### src/rtl/pipeline_id_early_redirect.sv
// rtl/pipeline_id_early_redirect.sv - IF/ID register with early JAL/BTFN redirect and wrong-path squash
module pipeline_id_early_redirect #(
  parameter int unsigned SHADOW_DEPTH = 2,
  parameter bit          PREDICT_BTFN = 1'b1,
  parameter logic [31:0] RESET_PC     = 32'h0
) (
  input  logic        clk,
  input  logic        resetn,
  input  logic        enable,
  input  logic        flush_i,
  input  logic        valid_f_i,
  input  logic [31:0] instruction_f_i,
  input  logic [31:0] pc_f_i,
  output logic [31:0] instruction_d_o,
  output logic [31:0] pc_d_o,
  output logic        valid_d_o,
  output logic        predicted_d_o,
  output logic [31:0] redirection_d_o,
  output logic        taken_d_o,
  output logic [1:0]  drain_cnt_d_o
);

  localparam logic [31:0] NOP      = 32'h0000_0013;
  localparam logic [1:0]  DEPTH    = SHADOW_DEPTH[1:0];
  localparam logic [1:0]  DEPTH_M1 = DEPTH - 2'd1;

  typedef enum logic {IDLE, SHADOW} state_t;

  state_t      state_q, state_n;
  logic [1:0]  cnt_q, cnt_n;
  logic [31:0] inst_q, pc_q;
  logic        valid_q, issued_q;

  logic        is_jal, is_bback, redirects, taken, squash, capture;
  logic [31:0] imm_j, imm_b, target;

  // Decode the D-stage instruction and form the redirect target and request.
  always_comb begin
    is_jal    = (inst_q[6:0] == 7'b1101111);
    is_bback  = (inst_q[6:0] == 7'b1100011) & inst_q[31] & PREDICT_BTFN;
    redirects = is_jal | is_bback;
    imm_j     = {{11{inst_q[31]}}, inst_q[31], inst_q[19:12], inst_q[20], inst_q[30:21], 1'b0};
    imm_b     = {{19{inst_q[31]}}, inst_q[31], inst_q[7], inst_q[30:25], inst_q[11:8], 1'b0};
    target    = pc_q + (is_jal ? imm_j : imm_b);
    taken     = valid_q & redirects & ~issued_q & ~flush_i;
    squash    = (state_q == SHADOW) | taken;
    capture   = enable & valid_f_i;
  end

  // Next state and drain count: arm on a redirect, count down on each squashed fetch.
  always_comb begin
    state_n = state_q;
    cnt_n   = cnt_q;
    if (flush_i) begin
      state_n = IDLE;
      cnt_n   = 2'd0;
    end else begin
      case (state_q)
        IDLE: begin
          if (taken) begin
            if (capture) begin
              cnt_n   = DEPTH_M1;
              state_n = (DEPTH_M1 != 2'd0) ? SHADOW : IDLE;
            end else begin
              cnt_n   = DEPTH;
              state_n = SHADOW;
            end
          end
        end
        SHADOW: begin
          if (capture) begin
            cnt_n = cnt_q - 2'd1;
            if (cnt_q == 2'd1) begin
              state_n = IDLE;
            end
          end
        end
        default: begin
          state_n = IDLE;
          cnt_n   = 2'd0;
        end
      endcase
    end
  end

  // Shadow FSM state register.
  always_ff @(posedge clk or negedge resetn) begin
    if (!resetn) begin
      state_q <= IDLE;
      cnt_q   <= 2'd0;
    end else begin
      state_q <= state_n;
      cnt_q   <= cnt_n;
    end
  end

  // IF/ID register; the issued flag keeps a stalled redirect from firing twice.
  always_ff @(posedge clk or negedge resetn) begin
    if (!resetn) begin
      inst_q   <= NOP;
      pc_q     <= RESET_PC;
      valid_q  <= 1'b0;
      issued_q <= 1'b0;
    end else begin
      if (enable) begin
        inst_q <= instruction_f_i;
        pc_q   <= pc_f_i;
      end
      if (flush_i) begin
        valid_q  <= 1'b0;
        issued_q <= 1'b0;
      end else begin
        if (enable) begin
          valid_q <= valid_f_i & ~squash;
        end
        if (taken) begin
          issued_q <= 1'b1;
        end else if (enable) begin
          issued_q <= 1'b0;
        end
      end
    end
  end

  assign instruction_d_o = inst_q;
  assign pc_d_o          = pc_q;
  assign valid_d_o       = valid_q;
  assign predicted_d_o   = valid_q & redirects;
  assign taken_d_o       = taken;
  assign redirection_d_o = taken ? target : 32'h0;
  assign drain_cnt_d_o   = (state_q == SHADOW) ? cnt_q : 2'd0;

endmodule

### config.mk
export PLATFORM = sky130hd
export DESIGN_NAME = pipeline_id_early_redirect
export DESIGN_NICKNAME = d
export VERILOG_FILES = /design/src/rtl/pipeline_id_early_redirect.sv
export SDC_FILE = /design/constraint.sdc
export NUM_CORES = 1
export LEC_CHECK = 0
export BUFFER_PORTS_ARGS = -buffer_cell sky130_fd_sc_hd__buf_4
export CAP_MARGIN = 20
export CORE_UTILIZATION = 30
export CTS_CLUSTER_DIAMETER = 150
export DETAILED_ROUTE_END_ITERATION = 8
export PLACE_DENSITY = 0.53
export SYNTH_ARGS = -nofsm -noshare
export SYNTH_HDL_FRONTEND = slang
export SYNTH_SLANG_ARGS = --single-unit
### constraint.sdc
create_clock -name clk -period 11.9 [get_ports clk]
set_input_delay 1.785 -clock clk [delete_from_list [all_inputs] [get_ports clk]]
set_output_delay 1.785 -clock clk [all_outputs]
set_load 0.01 [all_outputs]
==> qor.csv <==
metric,value,unit
Internal,0.6059,mW
Clock Path Buffers,2,
largest net degree at the start of global routing,72,
clock latency at the later pin of the worst-skew pair,340,ps
Post-synth EDFFs,0,
clock share of power,34.5,%
register area,0.001730,mm²
vias,4187,
final instance area,0.006407,mm²
CP startpoint kind,register,
Fin Clk Skew,1.201,ps
hold_ws,530.2,ps
crit path DAT,4780,ps
Final period util,55.18,%
final hold violation count,0,
Clock Pin Slew Worst Setup and Hold Paths,60,ps
# Max-Cap Violations,0,
multi-input logic area,0.002818,mm²
I/O Pins,170,
Final HPWL DP,10300,µm
syn_nets,570,
run status,"complete, no violations",
unrepaired setup endpoints after global routing,no,
combinational share of power,33.9,%
gr usage total,17.24,%
DRT antenna net count,0,
vias in the first global route,4144,
Die Y,126.9,µm
Max VDD drop,0.06638,mV
Unique masters post-synth,50,
# setup viols final,0,
Seq cells post-synth,69,
total grt overflow,0,
htree depth,3,
syn avg cell area,10.05,µm²
met3 Resource Use GR,4.555,%
CTS buffer count,9,
Crit Path Class,reg2out,
share of cells above drive strength 1,42.41,%
placed cell areas,0.006075,mm²
cells after synthesis,466,
placed cell count,804,
CP endpoint kind,output port,
Pre-Repair DR Iteration Count,4,
Post-synth ARST share,100.0,%
NetSw,0.2785,mW
yosys warns,0,
area growth from synthesis to layout,36.85,%
Final min period,6566,ps
Area contributors post-synth,"dfrtp_1 (35%), mux2_2 (16%), ha_1 (9.1%), a21oi_1 (3.6%), nor2_1 (3.3%)",
"Seq/Total Area, Yosys",36.96,%
fin util,42.15,%
part of the power in registers,31.6,%
Starting DRT DRC Count,166,
final setup TNS,0,ps
vias per inst,5.106,
buffers added on ports,169,
total wire length,13400,µm
switch share,31.49,%
WP data required,10120,ps
Slew @ Worst Pin,906.8,ps
GP Congestion,0.8477,
area of the die,0.01611,mm²
"non-filler cells, final",820,
Worst Hold Class,reg2reg,
Power Density,138.0,mW/mm²
number of nets in the layout,731,
initial core utilization,30.80,%
largest area contributor in the netlist,dfrtp_1,
Pleak,3.000,nW
Site Rows,45,
Final Max Slew Viols,0,
Post-CTS Hold Buffers,0,
Critical Path Fanout Max,14,
setup bufs post-CTS,0,
final-layout fill cell count,1491,
initial antenna violation count,0,
root buf cell,clkbuf_16,
Core ar.,0.01520,mm²
CTS sink count,69,
Max-slew headroom,39.54,%
GRT busiest layer,met2,
Synth Flop Type,dfrtp_1,
CTS tree,yes,
grt met1 use,21.95,%
post-synth top area share,35.28,%
global-route wire length before repair,21640,µm
Die W,126.9,µm
CTS resizes,0,
DR WL/cell,16.34,µm
Max Freq,0.1523,GHz
residual DRC count,0,
synthesized cell area,0.004682,mm²
n_diodes,0,
met2 usage,27.89,%
[final timing paths]
check	to	slack, ps	start	cells past startpoint
min in group asynchronous	pc_d_o[28]	1570	resetn	1
worst max-delay path	redirection_d_o[15]	5330	instruction_d_o[1]	15
worst max register to register	cnt_q[0]	9730	instruction_d_o[31]	7
worst min-delay path	issued_q	530	issued_q	2
max in group asynchronous	instruction_d_o[7]	9740	resetn	1
worst min register to register	issued_q	530	issued_q	2
[critical path, stage by stage, from the launching register on]
cell and delay [ps]:
dfstp_2 540, nand3_1 80, nor3b_1 260, and3_1 640, mux2_2 410, ha_1 200, inv_1 70, fa_1 160
and2b_2 230, o2111ai_1 400, nand2_1 200, a311oi_1 570, o21ai_0 240, xnor2_1 190, nor2_1 70, buf_4 180
[per-stage QoR]
| step | power, mW | setup WS [ps] |
|---|---|---|
| finish | 0.8845 | 5334 |
| global placement | 0.5815 | 5862 |
| CTS | 0.8958 | 5307 |
| floorplan | 0.4837 | 6384 |
| global route | 0.9410 | 4973 |
| detailed placement | 0.5841 | 5709 |
[cells in the mapped netlist, drive strengths merged (2+ instances only)]
cell type,instances
nand4,4
clkbuf,19
o21a,4
nor2b,4
nand3,12
a21o,17
xor2,12
inv,6
xnor2,14
nor3,8
a311oi,2
a21oi,34
a21boi,5
or4,2
and3,7
nor2,41
or2,2
ha,34
nor3b,2
nand2b,7
nand2,31
mux2,68
a221o,2
a2111oi,2
and2,7
dfstp,3
a31oi,9
dfrtp,66
o211ai,5
o21ai,18
a211oi,3
o2111ai,3
[flip-flops by register name, summed over array words and instances (netlist names)]
register and count:
state_q 1, issued_q 1, instruction_d_o 32, cnt_q 2, valid_d_o 1, pc_d_o 32
[routing by layer]
| metal | wire length, µm | up-vias |
|---|---|---|
| met5 | 0 | - |
| met2 | 6322 | 133 |
| met4 | 283 | 0 |
| met3 | 864 | 22 |
| li1 | - | 2031 |
| met1 | 5931 | 2001 |
[cell families (layout without fill, tap and decap cells)]
logic type | after synthesis | in the layout | share of synthesized area, %
mux | 68 | 68 | 16.35
buf+inv | 25 | 191 | 2.859
simple gates | 132 | 132 | 13.74
xor+xnor | 26 | 26 | 4.864
compound gates | 111 | 111 | 15.71
flops | 69 | 69 | 36.96
fa+ha+maj | 35 | 35 | 9.514
[power by group through the flow]
stage / logic, mW / clock network [mW] / registers, mW
global placement: 0.297 / 0 / 0.284
floorplan: 0.195 / 0 / 0.289
global route: 0.334 / 0.323 / 0.283
finish: 0.300 / 0.305 / 0.280
CTS: 0.301 / 0.314 / 0.280
detailed placement: 0.300 / 0 / 0.284
[final cells by class]
class                      count  area share, %
multi-input combinational    372          43.98
sequential                    69          27.01
timing repair buffer         169          19.80
tap                          188          3.671
clock buffer                  11          3.632
clock inverter                 5          1.562
inverter                       6         0.3515
[placed cells by master, fill, tap and decap left out, types with 3 or more instances in the layout]
cell       count
nor2b_1        4
o21ai_0       18
a31oi_1        8
o211ai_1       5
and2_1         7
dfrtp_1       66
o2111ai_1      3
mux2_2        68
buf_4        169
inv_1          6
and3_1         5
nand2_1       31
a21oi_1       34
clkbuf_16      9
a211oi_1       3
a21boi_0       5
xor2_1        12
nand3_1       11
nor2_1        41
nand2b_1       7
nor3_1         8
dfstp_2        3
o21a_1         4
bufinv_16      3
nand4_1        4
a21o_1        14
ha_1          34
xnor2_1       14
a21o_2         3
Note: power is estimated with default switching activity, not from simulation.
